**src/rtl/c432_query_engine_if.sv**
```systemverilog
// Query and response handshake channels between a host and the c432 query engine.
// The master drives queries and response backpressure; the slave is the engine.
interface c432_query_engine_if;
  logic        q_valid;
  logic        q_ready;
  logic [35:0] q_data;
  logic        r_valid;
  logic        r_ready;
  logic [35:0] r_pat;
  logic [6:0]  r_resp;

  modport master (
    output q_valid, q_data, r_ready,
    input  q_ready, r_valid, r_pat, r_resp
  );

  modport slave (
    input  q_valid, q_data, r_ready,
    output q_ready, r_valid, r_pat, r_resp
  );
endinterface

```
**src/rtl/c432_query_engine.sv**
```systemverilog
// Sequential query front-end for the combinational c432 benchmark: drives host or LFSR
// patterns onto pat_out, waits a settle time, and returns pattern + response.
module c432_query_engine #(
  parameter int unsigned SETTLE = 2,
  parameter int unsigned CNT_W  = 16
) (
  input  logic                 clk,
  input  logic                 rst_n,
  c432_query_engine_if.slave   qbus,
  input  logic                 batch_start,
  input  logic [35:0]          batch_seed,
  input  logic [CNT_W-1:0]     batch_len,
  output logic                 busy,
  output logic                 batch_done,
  output logic [35:0]          pat_out,
  input  logic [6:0]           dut_resp,
  output logic [CNT_W-1:0]     query_count
);

  typedef enum logic [1:0] {StIdle, StSettle, StResp} state_e;

  localparam logic [7:0] SettleInit = 8'(SETTLE - 1);

  state_e             state_q, state_d;
  logic [7:0]         cnt_q, cnt_d;
  logic [35:0]        lfsr_q, lfsr_d;
  logic [CNT_W-1:0]   remaining_q, remaining_d;
  logic               batch_mode_q, batch_mode_d;
  logic               busy_q, busy_d;
  logic               batch_done_q, batch_done_d;
  logic [35:0]        pat_out_q, pat_out_d;
  logic               r_valid_q, r_valid_d;
  logic [35:0]        r_pat_q, r_pat_d;
  logic [6:0]         r_resp_q, r_resp_d;
  logic [CNT_W-1:0]   query_count_q, query_count_d;

  logic               q_ready;
  logic               resp_hs;
  logic [35:0]        seed_eff;
  logic [35:0]        lfsr_adv;
  logic [CNT_W-1:0]   rem_dec;

  // batch_start blocks the host channel in the same cycle so it always wins.
  assign q_ready  = (state_q == StIdle) & ~batch_mode_q & ~batch_start & rst_n;
  assign resp_hs  = r_valid_q & qbus.r_ready;
  assign seed_eff = (batch_seed == 36'h0) ? 36'h1 : batch_seed;
  assign lfsr_adv = {lfsr_q[34:0], lfsr_q[35] ^ lfsr_q[24]};
  assign rem_dec  = remaining_q - CNT_W'(1);

  always_comb begin
    state_d       = state_q;
    cnt_d         = cnt_q;
    lfsr_d        = lfsr_q;
    remaining_d   = remaining_q;
    batch_mode_d  = batch_mode_q;
    batch_done_d  = 1'b0;
    pat_out_d     = pat_out_q;
    r_valid_d     = r_valid_q;
    r_pat_d       = r_pat_q;
    r_resp_d      = r_resp_q;
    query_count_d = query_count_q;

    unique case (state_q)
      StIdle: begin
        if (batch_start) begin
          lfsr_d      = seed_eff;
          remaining_d = batch_len;
          if (batch_len == '0) begin
            batch_done_d = 1'b1;
          end else begin
            batch_mode_d = 1'b1;
            pat_out_d    = seed_eff;
            cnt_d        = SettleInit;
            state_d      = StSettle;
          end
        end else if (qbus.q_valid && q_ready) begin
          pat_out_d = qbus.q_data;
          cnt_d     = SettleInit;
          state_d   = StSettle;
        end
      end
      StSettle: begin
        if (cnt_q == 8'd0) begin
          r_resp_d  = dut_resp;
          r_pat_d   = pat_out_q;
          r_valid_d = 1'b1;
          state_d   = StResp;
        end else begin
          cnt_d = cnt_q - 8'd1;
        end
      end
      StResp: begin
        if (resp_hs) begin
          r_valid_d = 1'b0;
          if (query_count_q != '1) begin
            query_count_d = query_count_q + CNT_W'(1);
          end
          if (batch_mode_q) begin
            lfsr_d      = lfsr_adv;
            remaining_d = rem_dec;
            if (rem_dec != '0) begin
              pat_out_d = lfsr_adv;
              cnt_d     = SettleInit;
              state_d   = StSettle;
            end else begin
              batch_mode_d = 1'b0;
              batch_done_d = 1'b1;
              state_d      = StIdle;
            end
          end else begin
            state_d = StIdle;
          end
        end
      end
      default: state_d = StIdle;
    endcase

    busy_d = (state_d != StIdle);
  end

  always_ff @(posedge clk) begin
    if (!rst_n) begin
      state_q       <= StIdle;
      cnt_q         <= 8'd0;
      lfsr_q        <= 36'h1;
      remaining_q   <= '0;
      batch_mode_q  <= 1'b0;
      busy_q        <= 1'b0;
      batch_done_q  <= 1'b0;
      pat_out_q     <= 36'h0;
      r_valid_q     <= 1'b0;
      r_pat_q       <= 36'h0;
      r_resp_q      <= 7'h0;
      query_count_q <= '0;
    end else begin
      state_q       <= state_d;
      cnt_q         <= cnt_d;
      lfsr_q        <= lfsr_d;
      remaining_q   <= remaining_d;
      batch_mode_q  <= batch_mode_d;
      busy_q        <= busy_d;
      batch_done_q  <= batch_done_d;
      pat_out_q     <= pat_out_d;
      r_valid_q     <= r_valid_d;
      r_pat_q       <= r_pat_d;
      r_resp_q      <= r_resp_d;
      query_count_q <= query_count_d;
    end
  end

  assign qbus.q_ready  = q_ready;
  assign qbus.r_valid  = r_valid_q;
  assign qbus.r_pat    = r_pat_q;
  assign qbus.r_resp   = r_resp_q;
  assign busy          = busy_q;
  assign batch_done    = batch_done_q;
  assign pat_out       = pat_out_q;
  assign query_count   = query_count_q;

endmodule

```
**src/flat_wrapper.sv**
```systemverilog
// flat-port wrapper written by rule: the top's interface ports become plain ports
module c432_query_engine_flat 
#(
  parameter int unsigned SETTLE = 2,
  parameter int unsigned CNT_W  = 16
)
  (clk, rst_n, batch_start, batch_seed, batch_len, busy, batch_done, pat_out, dut_resp, query_count, qbus_q_valid, qbus_q_data, qbus_r_ready, qbus_q_ready, qbus_r_valid, qbus_r_pat, qbus_r_resp);
  c432_query_engine_if qbus_i ();
  input  logic clk;
  input  logic rst_n;
  input  logic batch_start;
  input  logic [35:0] batch_seed;
  input  logic [CNT_W-1:0] batch_len;
  output logic busy;
  output logic batch_done;
  output logic [35:0] pat_out;
  input  logic [6:0] dut_resp;
  output logic [CNT_W-1:0] query_count;
  input wire logic [$bits(qbus_i.q_valid)-1:0] qbus_q_valid;
  input wire logic [$bits(qbus_i.q_data)-1:0] qbus_q_data;
  input wire logic [$bits(qbus_i.r_ready)-1:0] qbus_r_ready;
  output wire logic [$bits(qbus_i.q_ready)-1:0] qbus_q_ready;
  output wire logic [$bits(qbus_i.r_valid)-1:0] qbus_r_valid;
  output wire logic [$bits(qbus_i.r_pat)-1:0] qbus_r_pat;
  output wire logic [$bits(qbus_i.r_resp)-1:0] qbus_r_resp;
  assign qbus_i.q_valid = qbus_q_valid;
  assign qbus_i.q_data = qbus_q_data;
  assign qbus_i.r_ready = qbus_r_ready;
  assign qbus_q_ready = qbus_i.q_ready;
  assign qbus_r_valid = qbus_i.r_valid;
  assign qbus_r_pat = qbus_i.r_pat;
  assign qbus_r_resp = qbus_i.r_resp;
  c432_query_engine #(.SETTLE(SETTLE), .CNT_W(CNT_W)) u_core (.clk(clk), .rst_n(rst_n), .qbus(qbus_i), .batch_start(batch_start), .batch_seed(batch_seed), .batch_len(batch_len), .busy(busy), .batch_done(batch_done), .pat_out(pat_out), .dut_resp(dut_resp), .query_count(query_count));
endmodule
```
**config.mk**
```make
export PLATFORM = sky130hd
export DESIGN_NAME = c432_query_engine_flat
export DESIGN_NICKNAME = d
export VERILOG_FILES = /design/src/rtl/c432_query_engine_if.sv /design/src/rtl/c432_query_engine.sv /design/src/flat_wrapper.sv
export SDC_FILE = /design/constraint.sdc
export NUM_CORES = 1
export LEC_CHECK = 0
export CORE_MARGIN = 2
export CORE_UTILIZATION = 49
export CTS_CLUSTER_DIAMETER = 50
export DETAILED_ROUTE_END_ITERATION = 6
export PLACE_DENSITY = 0.8
export SYNTH_ARGS = -nofsm -noshare
export SYNTH_HDL_FRONTEND = slang
export SYNTH_SLANG_ARGS = --single-unit
```
**constraint.sdc**
```tcl
create_clock -name clk -period 3.4 [get_ports clk]
set_clock_uncertainty 0.1 [all_clocks]
set_input_delay 0.68 -clock clk [delete_from_list [all_inputs] [get_ports clk]]
set_output_delay 0.68 -clock clk [all_outputs]
set_load 0.02 [all_outputs]
```
==> summary.md, run 1 <==
| Metric | Value |
|---|---|
| Ys Warns | `0` |
| Vias in the first global route | `7055` |
| Wire per inst | `16.5 um` |
| #FFs+latches synth | `161` |
| Port bufs | `198` |
| Initial antenna violation count | `0` |
| Fill count | `1218` |
| Chip height | `128 um` |
| Starting Density | `50.1%` |
| Leak Pwr | `0.00405 uW` |
| Largest net degree at the start of global routing | `82` |
| Placed wire-length estimate | `15100 um` |
| P&R area growth vs syn | `39.3%` |
| Diode count | `0` |
| CTS Buf Count | `17` |
| Clock slew at the register clock pins of the worst setup and hold paths | `0.06 ns` |
| Post-synth cell types | `57` |
| Power per Cell Area | `790 mW/mm2` |
| DIE AREA | `0.0165 mm2` |
| Syn Std Cell Area | `0.00758 mm2` |
| Via/cell ratio | `5.58` |
| Async SR Flop Fraction | `0%` |
| First-pass GRT wire length | `35100 um` |
| Final nets | `1246` |
| Final GP Congestion | `0.853` |
| Total Power | `8350 uW` |
| F_max | `0.314 GHz` |
| Post-CTS setup buffer count | `0` |
| Critical Path Fanout Max | `4` |
| Setup crit start kind | `flip-flop` |
| Min-Delay Path Class | `reg -> reg` |
| Commonest non-fill, non-tap cell in the layout | `nand2_1` |
| Resized cells post-CTS | `1` |
| WP data required | `3.58 ns` |
| Most frequent cells in the layout | `198 x nand2_1, 197 x clkdlybuf4s50_1, 161 x dfxtp_1` |
| Worst Setup End Kind | `flip-flop` |
| Worst EP arrival | `3.37 ns` |
| Iteration-0 DRC count of the detailed router | `601` |
| Clock root cell | `clkbuf_16` |
| Core area | `0.0151 mm2` |
| Worst Setup Slack, final | `0.216 ns` |
| Slew Viols, Final | `0` |
| CTS Buffer Depth | `2` |
| WL final | `22100 um` |
| Sequential-to-total area share from yosys stat | `42.5%` |
| # DRC | `0` |
| Crit path kind | `reg -> reg` |
| Gr usage total | `26.5%` |
| # hold bufs at CTS | `0` |
| Clk sinks | `161` |
| Primary FF master, synth | `dfxtp_1` |
| Flop-to-flop setup slack | `0.22 ns` |
| Via Count | `7478` |
| Setup TNS | `0 ns` |
| Row count | `45` |
| CTS H-tree depth | `4` |
| Routed Antenna Nets | `0` |
| Grt ovf | `0` |
| Max VDD drop | `514 uV` |
| RSZ-0062 raised after global routing | `false` |
| TritonCTS clock tree | `built` |
| Syn nets | `1052` |
| Mean Syn Cell Area | `8.03 um2` |
| Clk_lat worst skew | `0.42 ns` |
| Fin crit share | `93.6%` |
| Max transition margin | `46.5%` |
| Drt first pass iters | `7` |
| Status | `finished, final reports clean` |
| Slew @ Worst Pin | `0.793 ns` |
| Min Hold Slack | `0.353 ns` |
| EDFF count, synth | `0` |
| Die width | `128 um` |
| Final hold violation count | `0` |
| Final setup vio count | `0` |
| Pre-CTS WS | `-0.193 ns` |
| Mapped Cells | `944` |
| Share of cells above drive strength 1 | `7.99%` |
| Max-cap violation count | `0` |
| Post-layout min period | `3.18 ns` |
| Io pins | `199` |
| Final core utilization | `69.7%` |
==> cell families after synthesis <==
| family | count (synthesis) | synth area share, % |
|---|---|---|
| AND/OR/NAND/NOR | 388 | 22.3 |
| AO/OA/AOI/OAI | 217 | 18.2 |
| flip-flops | 161 | 42.5 |
| buffers and inverters | 83 | 4.36 |
| multiplexers | 73 | 9.65 |
| XOR/XNOR | 14 | 1.62 |
| adder cells (fa/ha/maj) | 8 | 1.32 |
==> per-stage QoR <==
step,instances,instance area (um2)
detailed placement,1307,9940
CTS,1339,10600
global route,1339,10600
finish,1339,10600
global placement,1307,9940
floorplan,944,7580
==> registers in the layout, indices dropped and copies added, names as in the netlist <==
name                 count
u_core.qbus.r_resp       7
u_core.qbus.r_valid      1
u_core.pat_out          36
u_core.batch_done        1
u_core.cnt_q             8
u_core.state_q           2
u_core.remaining_q      16
u_core.lfsr_q           36
u_core.batch_mode_q      1
u_core.query_count      16
u_core.qbus.r_pat       36
u_core.busy              1
==> synth_stat cells (all sizes together) (7+ instances only) <==
library cell / count / share of area, %
xor2: 10 / 1.2
dfxtp: 161 / 43
clkbuf: 53 / 2.6
ha: 8 / 1.3
mux2i: 72 / 9.5
nor3: 7 / 0.46
nand2: 199 / 9.9
o21ai: 54 / 3.6
nor2: 101 / 5.0
inv: 18 / 0.89
a21oi: 80 / 5.3
a311oi: 36 / 4.2
nor4: 13 / 1.1
buf: 12 / 0.84
or4: 11 / 1.1
nand3: 19 / 1.3
==> worst paths after layout <==
kind	start	endpoint	cells past startpoint
worst max register to register	u_core.remaining_q[1]$_SDFFE_PN0P_	u_core.busy$_SDFF_PN0_	10
worst max-delay path	u_core.remaining_q[1]$_SDFFE_PN0P_	u_core.busy$_SDFF_PN0_	10
worst min-delay path	u_core.qbus.r_pat[19]$_SDFFE_PN0P_	u_core.qbus.r_pat[19]$_SDFFE_PN0P_	2
worst min register to register	u_core.qbus.r_pat[19]$_SDFFE_PN0P_	u_core.qbus.r_pat[19]$_SDFFE_PN0P_	2
==> layer usage <==
layer  wire (um)  track usage, %  vias up
met5           0               0        -
met3        1370            6.49       40
met1        9870            34.4     3474
li1            -               -     3724
met4         561            9.83        0
met2       10300            43.1      240
==> worst max-delay path, stage by stage, from the launching register on <==
cell and delay [ns]:
dfxtp_1 0.32, inv_1 0.08, ha_1 0.17, or3b_2 0.48, buf_4 0.17, o32ai_1 0.27
a32oi_2 0.16, buf_4 0.16, or4_1 0.57, a311oi_1 0.42, a21oi_1 0.15
==> area by class of cell <==
class	count	area (um2)	area share (%)
Clock buffer	24	482	4.56
Inverter	18	70.1	0.663
Timing Repair Buffer	240	2350	22.3
Clock inverter	8	125	1.18
Multi-Input combinational cell	700	4070	38.6
Tap cell	188	235	2.23
Sequential cell	161	3220	30.5
==> report_power, final <==
part	internal, uW	switching [uW]
Combinational	1610	2000
Clock	1220	761
Sequential	2380	372
Total	5210	3140
(Power assumes the default switching activity.)
==> inputs of run 2 (changes only) <==
--- a/config.mk
+++ b/config.mk
@@ -5,6 +5,7 @@
 export SDC_FILE = /design/constraint.sdc
 export NUM_CORES = 1
 export LEC_CHECK = 0
+export CAP_MARGIN = 40
 export CORE_MARGIN = 2
 export CORE_UTILIZATION = 49
 export CTS_CLUSTER_DIAMETER = 50
==> results of run 2 <==
No change in the layout: final DEF, timing and power equal those of run 1.
==> inputs of run 3 (changes only) <==
==> constraint.sdc (replaced) <==
create_clock -name clk -period 3.6 [get_ports clk]
set_clock_uncertainty 0.1 [all_clocks]
set_input_delay 0.72 -clock clk [delete_from_list [all_inputs] [get_ports clk]]
set_output_delay 0.72 -clock clk [all_outputs]
set_load 0.02 [all_outputs]
==> summary.md, run 3 (synthesis gave the netlist of run 1 again) <==
| Metric | Value |
|---|---|
| Worst Setup Slack, final | `0.286 ns (+0.0695 ns)` |
| Final GP Congestion | `0.865 (+1.3%)` |
| CTS H-tree depth | `4 (unchanged)` |
| Iteration-0 DRC count of the detailed router | `519 (-14%)` |
| Io pins | `199 (unchanged)` |
| Placed wire-length estimate | `14900 um (-1.0%)` |
| Metal-1 WL | `9630 um (-2.4%)` |
| P&R area growth vs syn | `37.4%` |
| Wire length on met3 | `1350 um (-1.3%)` |
| Wire per inst | `16.8 um (+1.7%)` |
| Gr usage total | `26.5% (about the same)` |
| Diode count | `0 (unchanged)` |
| Grt ovf | `0 (unchanged)` |
| Clk sinks | `161 (unchanged)` |
| Largest net degree at the start of global routing | `90 (+9.8%)` |
| TritonCTS clock tree | `built` |
| Post-layout min period | `3.31 ns (+0.130 ns)` |
| # DRC | `0 (unchanged)` |
| Min-Delay Path Class | `reg -> reg` |
| WP data required | `3.83 ns (+0.25 ns)` |
| Chip height | `128 um (unchanged)` |
| Final nets | `1223 (-1.8%)` |
| Slew @ Worst Pin | `0.879 ns (+0.0869 ns)` |
| WL final | `22100 um (-0.12%)` |
| Met2 Wirelength | `10600 um (+3.0%)` |
| Final hold violation count | `0 (unchanged)` |
| First-pass GRT wire length | `35000 um (-0.20%)` |
| # hold bufs at CTS | `0 (unchanged)` |
| Hold Crit Depth | `2 (unchanged)` |
| Via/cell ratio | `5.64 (+1.1%)` |
| CTS Buffer Depth | `2 (unchanged)` |
| Starting Density | `50.1% (unchanged)` |
| Initial antenna violation count | `0 (unchanged)` |
| Post-CTS setup buffer count | `0 (unchanged)` |
| Critical Path Fanout Max | `7 (+3)` |
| Share of cells above drive strength 1 | `6.30% (-1.7 points)` |
| RSZ-0062 raised after global routing | `false` |
| Max VDD drop | `437 uV (-15%)` |
| Commonest non-fill, non-tap cell in the layout | `nand2_1` |
| Vias in the first global route | `7024 (-0.44%)` |
| Top Layer Used | `met4` |
| Resized cells post-CTS | `0 (-1)` |
| Clock slew at the register clock pins of the worst setup and hold paths | `0.06 ns (about the same)` |
| Max transition margin | `40.6% (-5.9 points)` |
| Final Cell Area | `0.0104 mm2 (-1.4%)` |
| Setup crit start kind | `flip-flop` |
| Most frequent cells in the layout | `198 x nand2_1, 197 x clkdlybuf4s50_1, 161 x dfxtp_1` |
| Pre-CTS WS | `0.134 ns (+0.327 ns)` |
| F_max | `0.302 GHz (-3.9%)` |
| Final setup vio count | `0 (unchanged)` |
| Clock root cell | `clkbuf_16` |
| CTS Buf Count | `17 (unchanged)` |
| Port bufs | `198 (unchanged)` |
| Post-Place Cell Area | `0.00974 mm2 (-2.0%)` |
| Worst EP arrival | `3.54 ns (+0.17 ns)` |
| Max-cap violation count | `0 (unchanged)` |
| Clk_lat worst skew | `0.42 ns (about the same)` |
| Reg2reg path depth | `10 (unchanged)` |
| Via Count | `7422 (-0.75%)` |
| Worst Setup End Kind | `flip-flop` |
| Fin crit share | `92.1% (-1.6 points)` |
| Min Hold Slack | `0.353 ns (+0.000166 ns)` |
| DIE AREA | `0.0165 mm2 (unchanged)` |
| Row count | `45 (unchanged)` |
| Die width | `128 um (unchanged)` |
| Core area | `0.0151 mm2 (unchanged)` |
| Setup TNS | `0 ns (unchanged)` |
| Final core utilization | `68.8% (-0.97 points)` |
| Slew Viols, Final | `0 (unchanged)` |
| Routed Antenna Nets | `0 (unchanged)` |
| Drt first pass iters | `5 (-2)` |
| Power per Cell Area | `751 mW/mm2 (-5.0%)` |
| Leak Pwr | `0.00394 uW (-2.6%)` |
| Crit path kind | `reg -> reg` |
| Status | `finished, final reports clean` |
## run 3: cell count changes in the layout (fill, tap and decap cells not counted), sizes merged
cell      before  now
inv           20   18
buf           43   20
bufinv         3    5
clkinvlp       1    2
clkbuf        24   22
## run 3: path summary, 6_finish.rpt
check | to | slack [ns] | startpoint
hold reg to reg | u_core.qbus.r_resp[6]$_SDFFE_PN0P_ | 0.35 | u_core.qbus.r_resp[6]$_SDFFE_PN0P_
setup / recovery | u_core.cnt_q[7]$_SDFFE_PN0P_ | 0.29 | u_core.remaining_q[0]$_SDFFE_PN0P_
hold / removal | u_core.qbus.r_resp[6]$_SDFFE_PN0P_ | 0.35 | u_core.qbus.r_resp[6]$_SDFFE_PN0P_
setup reg to reg | u_core.cnt_q[7]$_SDFFE_PN0P_ | 0.29 | u_core.remaining_q[0]$_SDFFE_PN0P_
## run 3: layout make-up
type	instances	area [um2]
clock inverters	9	179
flip-flops and latches	161	3220
fillers	1244	4730
clock buffers	22	474
well taps	188	235
repair buffers	217	2150
multi-input cells	700	4080
inverters	18	70.1
## run 3: where the power goes
group          internal (uW)  switching (uW)
combinational           1360            1840
sequential              2250             362
clock                   1280             719
## run 3: critical path, stage by stage (launching register included)
cell	delay, ns
dfxtp_1	0.36
inv_1	0.12
ha_1	0.18
or3b_2	0.48
a2111o_1	0.41
a32oi_2	0.25
o41ai_2	0.16
a2111oi_4	0.55
buf_2	0.27
nand2_4	0.08
o32ai_2	0.28
## run 3: routing by layer
| metal | track usage, % | up-vias |
|---|---|---|
| met5 | 0 | - |
| met4 | 9.63 | 0 |
| met3 | 5.53 | 34 |
| met2 | 44.7 | 240 |
| met1 | 33.8 | 3477 |
| li1 | - | 3671 |
## run 3: through the flow
step,instances,power [uW]
6_report,1315,7820
5_1_grt,1315,8280
4_1_cts,1315,7820
3_5_place_dp,1284,5780
3_3_place_gp,1283,5710
2_1_floorplan,944,4670
